$ cat src/rtl/fetch_stage.sv
// Instruction-fetch stage with IF/ID pipeline register and a one-entry response skid.
// One request in flight at a time; execute redirects squash any response still in flight.
module fetch_stage #(
    parameter int DATA_WIDTH = 32,
    parameter logic [DATA_WIDTH-1:0] RESET_PC = 32'h0000_0000
) (
    input  logic                  clk,
    input  logic                  rst,
    input  logic                  StallD,
    input  logic                  FlushD,
    input  logic                  PCSrcE,
    input  logic [DATA_WIDTH-1:0] PCTargetE,
    output logic                  imem_req,
    output logic [DATA_WIDTH-1:0] imem_addr,
    input  logic                  imem_rvalid,
    input  logic [DATA_WIDTH-1:0] imem_rdata,
    output logic [DATA_WIDTH-1:0] instrD,
    output logic [DATA_WIDTH-1:0] PCD,
    output logic [DATA_WIDTH-1:0] PCPlus4D,
    output logic                  ValidD,
    output logic                  FetchBusyF
);

    typedef enum logic [1:0] {
        IDLE = 2'd0,
        WAIT = 2'd1,
        KILL = 2'd2
    } fetch_state_t;

    localparam logic [DATA_WIDTH-1:0] NOP_INSTR  = DATA_WIDTH'(32'h0000_0013);
    localparam logic [DATA_WIDTH-1:0] PC_STEP    = DATA_WIDTH'(32'd4);
    localparam logic [DATA_WIDTH-1:0] ZERO_WORD  = {DATA_WIDTH{1'b0}};
    localparam logic [DATA_WIDTH-1:0] ALIGN_MASK = {{(DATA_WIDTH-2){1'b1}}, 2'b00};

    function automatic logic [DATA_WIDTH-1:0] align_pc(input logic [DATA_WIDTH-1:0] target);
        return target & ALIGN_MASK;
    endfunction

    fetch_state_t          state_r;
    fetch_state_t          state_next_s;
    logic [DATA_WIDTH-1:0] pcf_r;
    logic [DATA_WIDTH-1:0] pcf_next_s;
    logic [DATA_WIDTH-1:0] pcf_plus4_s;
    logic [DATA_WIDTH-1:0] redirect_pc_s;
    logic                  req_s;
    logic                  accept_s;

    logic                  skid_full_r;
    logic [DATA_WIDTH-1:0] skid_instr_r;
    logic [DATA_WIDTH-1:0] skid_pc_r;
    logic [DATA_WIDTH-1:0] skid_pcplus4_r;

    logic [DATA_WIDTH-1:0] instrd_r;
    logic [DATA_WIDTH-1:0] pcd_r;
    logic [DATA_WIDTH-1:0] pcplus4d_r;
    logic                  validd_r;

    assign pcf_plus4_s   = pcf_r + PC_STEP;
    assign redirect_pc_s = align_pc(PCTargetE);
    assign req_s         = (state_r == IDLE) & ~skid_full_r & ~PCSrcE;
    // A response is only taken when it is live and not being squashed this cycle.
    assign accept_s      = (state_r == WAIT) & imem_rvalid & ~PCSrcE;

    assign imem_req   = req_s;
    assign imem_addr  = pcf_r;
    assign FetchBusyF = (state_r != IDLE) | skid_full_r;

    assign instrD   = instrd_r;
    assign PCD      = pcd_r;
    assign PCPlus4D = pcplus4d_r;
    assign ValidD   = validd_r;

    // Fetch FSM next-state and next-PC selection.
    always_comb begin
        state_next_s = state_r;
        pcf_next_s   = pcf_r;
        case (state_r)
            IDLE: begin
                if (PCSrcE) begin
                    pcf_next_s = redirect_pc_s;
                end else if (req_s) begin
                    state_next_s = WAIT;
                end else begin
                    state_next_s = IDLE;
                end
            end
            WAIT: begin
                if (imem_rvalid) begin
                    state_next_s = IDLE;
                    if (PCSrcE) begin
                        pcf_next_s = redirect_pc_s;
                    end else begin
                        pcf_next_s = pcf_plus4_s;
                    end
                end else if (PCSrcE) begin
                    pcf_next_s   = redirect_pc_s;
                    state_next_s = KILL;
                end else begin
                    state_next_s = WAIT;
                end
            end
            KILL: begin
                if (imem_rvalid) begin
                    state_next_s = IDLE;
                end else begin
                    state_next_s = KILL;
                end
                if (PCSrcE) begin
                    pcf_next_s = redirect_pc_s;
                end else begin
                    pcf_next_s = pcf_r;
                end
            end
            default: begin
                state_next_s = IDLE;
                pcf_next_s   = pcf_r;
            end
        endcase
    end

    // Fetch state and PC registers.
    always_ff @(posedge clk or posedge rst) begin
        if (rst) begin
            state_r <= IDLE;
            pcf_r   <= RESET_PC;
        end else begin
            state_r <= state_next_s;
            pcf_r   <= pcf_next_s;
        end
    end

    // Skid entry: parks an accepted response that decode cannot take this cycle.
    always_ff @(posedge clk or posedge rst) begin
        if (rst) begin
            skid_full_r    <= 1'b0;
            skid_instr_r   <= ZERO_WORD;
            skid_pc_r      <= ZERO_WORD;
            skid_pcplus4_r <= ZERO_WORD;
        end else if (PCSrcE) begin
            skid_full_r <= 1'b0;
        end else if (accept_s && (StallD || FlushD)) begin
            skid_full_r    <= 1'b1;
            skid_instr_r   <= imem_rdata;
            skid_pc_r      <= pcf_r;
            skid_pcplus4_r <= pcf_plus4_s;
        end else if (skid_full_r && !FlushD && !StallD) begin
            skid_full_r <= 1'b0;
        end else begin
            skid_full_r <= skid_full_r;
        end
    end

    // IF/ID pipeline register: squash, hold, skid drain, fresh response, else bubble.
    always_ff @(posedge clk or posedge rst) begin
        if (rst) begin
            instrd_r   <= NOP_INSTR;
            pcd_r      <= ZERO_WORD;
            pcplus4d_r <= ZERO_WORD;
            validd_r   <= 1'b0;
        end else if (PCSrcE || FlushD) begin
            instrd_r   <= NOP_INSTR;
            pcd_r      <= ZERO_WORD;
            pcplus4d_r <= ZERO_WORD;
            validd_r   <= 1'b0;
        end else if (StallD) begin
            instrd_r   <= instrd_r;
            pcd_r      <= pcd_r;
            pcplus4d_r <= pcplus4d_r;
            validd_r   <= validd_r;
        end else if (skid_full_r) begin
            instrd_r   <= skid_instr_r;
            pcd_r      <= skid_pc_r;
            pcplus4d_r <= skid_pcplus4_r;
            validd_r   <= 1'b1;
        end else if (accept_s) begin
            instrd_r   <= imem_rdata;
            pcd_r      <= pcf_r;
            pcplus4d_r <= pcf_plus4_s;
            validd_r   <= 1'b1;
        end else begin
            instrd_r   <= NOP_INSTR;
            pcd_r      <= ZERO_WORD;
            pcplus4d_r <= ZERO_WORD;
            validd_r   <= 1'b0;
        end
    end

endmodule

$ cat config.mk
export PLATFORM = sky130hd
export DESIGN_NAME = fetch_stage
export DESIGN_NICKNAME = d
export VERILOG_FILES = /design/src/rtl/fetch_stage.sv
export SDC_FILE = /design/constraint.sdc
export NUM_CORES = 1
export LEC_CHECK = 0
export CAP_MARGIN = 20
export CORE_UTILIZATION = 52
export DETAILED_ROUTE_END_ITERATION = 7
export PLACE_DENSITY_LB_ADDON = 0.08
export SETUP_SLACK_MARGIN = 0.15
export SLEW_MARGIN = 10
export SYNTH_ARGS = -nofsm -noshare
export SYNTH_HDL_FRONTEND = slang
export SYNTH_SLANG_ARGS = --single-unit
$ cat constraint.sdc
create_clock -name clk -period 10.49 [get_ports clk]
set_input_delay 2.098 -clock clk [delete_from_list [all_inputs] [get_ports clk]]
set_output_delay 2.098 -clock clk [all_outputs]
set_load 0.1 [all_outputs]
======== After elaboration in Yosys (flattened, before gate mapping) ========
Cells that the tools add are included.
word-level totals
  bits in registers ....................... 228
  input port bits ......................... 70
  output and inout bits ................... 131
  logic and storage cells ................. 64
cells by class
  add/sub/neg operators ................... 1
  equal/unequal tests ..................... 4
  muxes and demuxes ....................... 29
  bitwise operators ....................... 7
  reductions and logical operators ........ 13
operators with widths
  kind                   count
  $mux 32                15
  $pmux 32 s2            1
  $add 32x3->32 const B  1
  $mux 1                 8
  $mux 2                 4
  $pmux 2 s3             1
  $and 1x1->1            4
  $reduce_bool 2->1      2
  $logic_and 1x1->1      3
  $reduce_bool 3->1      1
  $eq 2x1->1 const B     1
  $eq 2x2->1 const B     1
  $logic_not 1->1        2
  $logic_not 2->1        1
  $logic_or 1x1->1       2
  $ne 2x1->1 const B     1
  $ne 2x2->1 const B     1
  $not 1->1              2
  $reduce_and 2->1       1
  $reduce_or 2->1        1
  $or 1x1->1             1

======== Logic depth before layout (Yosys ltp) ========
  depth after elaboration ................. 7
  depth in mapped cells ................... 9
  mapped depth without buffers ............ 6

======== Worst setup path after synthesis ========
OpenSTA, ideal clock, no wires.
  kind .................................... input to output
  start ................................... in PCSrcE
  end ..................................... out imem_req
  arrival time ............................ 3,932 ps
  data required time ...................... 8,392 ps
  setup slack ............................. 4,460 ps
  stages .................................. 4
  path buffers ............................ 3
  cells stage by stage .................... clkbuf_1 > buf_2 > buf_1 > nor2_1
between the ends
  cells in the longest elaborated chain, start to end .. 2
RTL lines
  item                        RTL line  RTL
  start: declaration          11        input logic PCSrcE,
  $not 1->1 (no source line)  n/a
  $and 1x1->1                 60        assign req_s = (state_r == IDLE) & ~skid_full_r & ~PCSrcE;
  end: declaration            13        output logic imem_req,
No other way between the ends.

======== Worst setup path in the final report ========
Ends and elaborated chain as after synthesis.

==> summary.md <==
| Metric | Value |
|---|---|
| Multi-input logic area | around 4100 µm² |
| Clock Skews | between 0.01 and 0.015 ns |
| Largest net degree at the start of global routing | roughly 110 |
| Routability cong. | between 0.9 and 1 |
| Gr ovfl total | 0 |
| Die X | 142 µm |
| Routed wire length | approximately 28 mm |
| Tmin final | roughly 6.2 ns |
| Resize count post-CTS | 0 |
| Die area | about 20000 µm² |
| MaxCap Viol Count | 0 |
| Post-Syn Area | 10200 µm² |
| HP Class | register to register |
| Worst Setup End Kind | primary output |
| Period utilization | 58.7% |
| Final Setup Violations | 0 |
| CTS Root Cell | clkbuf_16 |
| CP required | 8.39 ns |
| DRC Markers | 0 |
| Total CTS buffers | 24 |
| Cell Pwr Density | around 200 nW/µm² |
| Clock-pin slew on the worst setup and hold paths | 0.06 ns |
| Commonest non-fill, non-tap cell in the layout | dfrtp_1 |
| Global route hottest layer | met2 |
| Area growth syn-to-layout | 29.5% |
| Seq/Total Area, Yosys | between 50% and 60% |
| Die Y | between 100 and 150 µm |
| Slew headroom | between 20 and 30% |
| Async S/R FF share, synth | 100% |
| Post-CTS setup buffers | 0 |
| Vias | approximately 8.3k |
| Total core area | 19000 µm² |
| Syn nets | 1034 |
| Ports | 201 |
| Setup CP Type | input port to primary output |
| Post-Syn Area per Cell | between 10 and 15 µm² |
| Vias per inst | 5.99 |
| Skew-Pair Late Insertion Delay | about 0.52 ns |
| Clock Sinks | between 200 and 250 |
| H-tree depth | 1 |
| Fin. Hold Viols | 0 |
| CTS Buffer Depth | 3 |
| Fill cells | 1463 |
| CTS hold repair buffers | 0 |
| Total negative setup slack | 0 ns |
| Netlist cell types | just under 60 |
| Core Util, Final | between 60% and 70% |
| Status | complete, no violations |
| Worst Path Max Fanout | 31 |
| Vias in the first global route | about 8k |
| Global-route wire length before repair | 44.3 mm |
| Max Freq | roughly 0.16 GHz |
| Post-DP HPWL | 17.4 mm |
| Cell count after synthesis | around 960 |
| DR pass1 iterations | 5 |
| Flops & latches, synth | between 200 and 250 |
| CP startpoint kind | input port |
| Ys Warns | 0 |
| Port-buffer cells | between 150 and 200 |
| # rows | 50 |
| Register Area | between 5000 and 6000 µm² |
| Fin nets | ~1.2k |
| EDFF count, synth | 0 |
| Slew @ Worst Pin | approximately 1.1 ns |
| Final hold slack | ~0.47 ns |
| Unrepaired setup endpoints after global routing | false |
| Initial Util | between 50 and 60% |
| Met1 Use GR | 40.5% |
| Max Slew Vio Count | 0 |
| Met2 Use GR | 43.2% |
| Most frequent cells in the layout | dfrtp_1, clkdlybuf4s50_1, o21ai_0 |
| GRT Overall Usage | 28.0% |
| Initial DRC count | about 630 |
| Antenna Cells | 0 |
| Initial antenna violation count | 0 |
| CP Data Arrival Time | just over 4 ns |
| VDD IR-drop max | roughly 0.14 mV |
| Global-route met3 utilization | just under 5% |
| Antenna Nets Post-Route | 0 |
| Synth Flop Type | dfrtp_1 |
| Leakage | between 5 and 6 nW |
| Fraction of layout cells with a size suffix above 1 | 13.0% |
| DR WL/cell | around 20 µm |
| CTS tree | yes |
cell families (layout without fill, tap and decap cells):
kind of cell / after synthesis / count (layout) / share of synthesized area [%]
AO/OA/AOI/OAI: 300 / 300 / 18.7
AND/OR/NAND/NOR: 241 / 241 / 11.4
flip-flops: 224 / 224 / 55.2
buffers and inverters: 98 / 266 / 4.29
multiplexers: 71 / 71 / 7.86
XOR/XNOR: 28 / 28 / 2.41
adder cells (fa/ha/maj): 1 / 1 / 0.123
cells in the mapped netlist (3+ instances only):
cell type	instances	area, µm²
o32ai_1	5	43.8
clkbuf_1	47	176
xor2_1	13	114
mux2_2	70	788
nand2b_1	4	25.0
a22oi_1	88	661
nand3b_1	3	22.5
o21ai_1	5	25.0
nand3_1	18	90.1
o211a_1	4	40.0
buf_2	28	140
nor2_1	54	203
a21boi_0	3	22.5
buf_4	8	60.1
xnor2_1	15	131
o311ai_1	3	26.3
dfrtp_1	221	5530
nand2_1	106	398
o22ai_1	5	31.3
nor3_1	10	50.1
and2_1	7	43.8
and3_1	4	25.0
o21ai_0	108	541
o22a_1	3	26.3
a21oi_1	47	235
o211ai_1	5	37.5
nand4_1	13	81.3
dfstp_2	3	78.8
nor4_1	6	37.5
inv_1	11	41.3
worst paths after layout:
check,from,end,slack (ns),cells past startpoint
setup reg to reg,state_r[0],skid_instr_r[12],6.79,6
hold reg to reg,PCD[15],PCD[15],0.47,2
min in group asynchronous,rst,instrD[23],2.13,2
hold / removal,PCD[15],PCD[15],0.47,2
max in group asynchronous,rst,PCPlus4D[28],6.97,3
setup / recovery,PCSrcE,imem_req,4.33,4
worst max-delay path, cell delays in order:
cell,delay (ns)
clkdlybuf4s50_1,0.40
buf_4,0.24
nor2_1,0.17
clkdlybuf4s50_1,1.15
through the flow:
stage	total power, mW	setup WS (ns)	area (µm²)	cells
6_report	2.64	4.33	13200	1391
3_5_place_dp	1.68	4.32	12200	1347
2_1_floorplan	1.52	2.26	10200	963
3_3_place_gp	1.66	4.32	12200	1346
5_1_grt	2.75	4.29	13200	1391
4_1_cts	2.66	4.32	13200	1391
power by group:
part	leakage [nW]	internal, mW	total (mW)	switching [mW]
sequential	2.85	1.01	1.13	0.122
combinational	1.97	0.194	0.535	0.341
clock	0.460	0.629	0.976	0.348
total	5.27	1.83	2.64	0.811
registers in the layout, indices dropped and copies added (netlist names):
| register | flops |
|---|---|
| PCD | 32 |
| PCPlus4D | 30 |
| ValidD | 1 |
| skid_full_r | 1 |
| skid_pc_r | 32 |
| imem_addr | 32 |
| skid_instr_r | 32 |
| state_r | 2 |
| skid_pcplus4_r | 30 |
| instrD | 32 |
layout make-up:
| cell class | instances | share of cell area [%] |
|---|---|---|
| flip-flops and latches | 224 | 42.6 |
| multi-input cells | 641 | 31.5 |
| repair buffers | 211 | 16.0 |
| clock buffers | 31 | 5.14 |
| well taps | 260 | 2.47 |
| clock inverters | 13 | 1.94 |
| inverters | 11 | 0.371 |
per-layer routing:
| layer | wire length, µm | vias to the layer above |
|---|---|---|
| li1 | - | 3788 |
| met1 | 12000 | 4096 |
| met2 | 12800 | 395 |
| met3 | 2240 | 55 |
| met4 | 643 | 0 |
| met5 | 0 | - |
No activity file was read; power rests on OpenSTA's default activity.
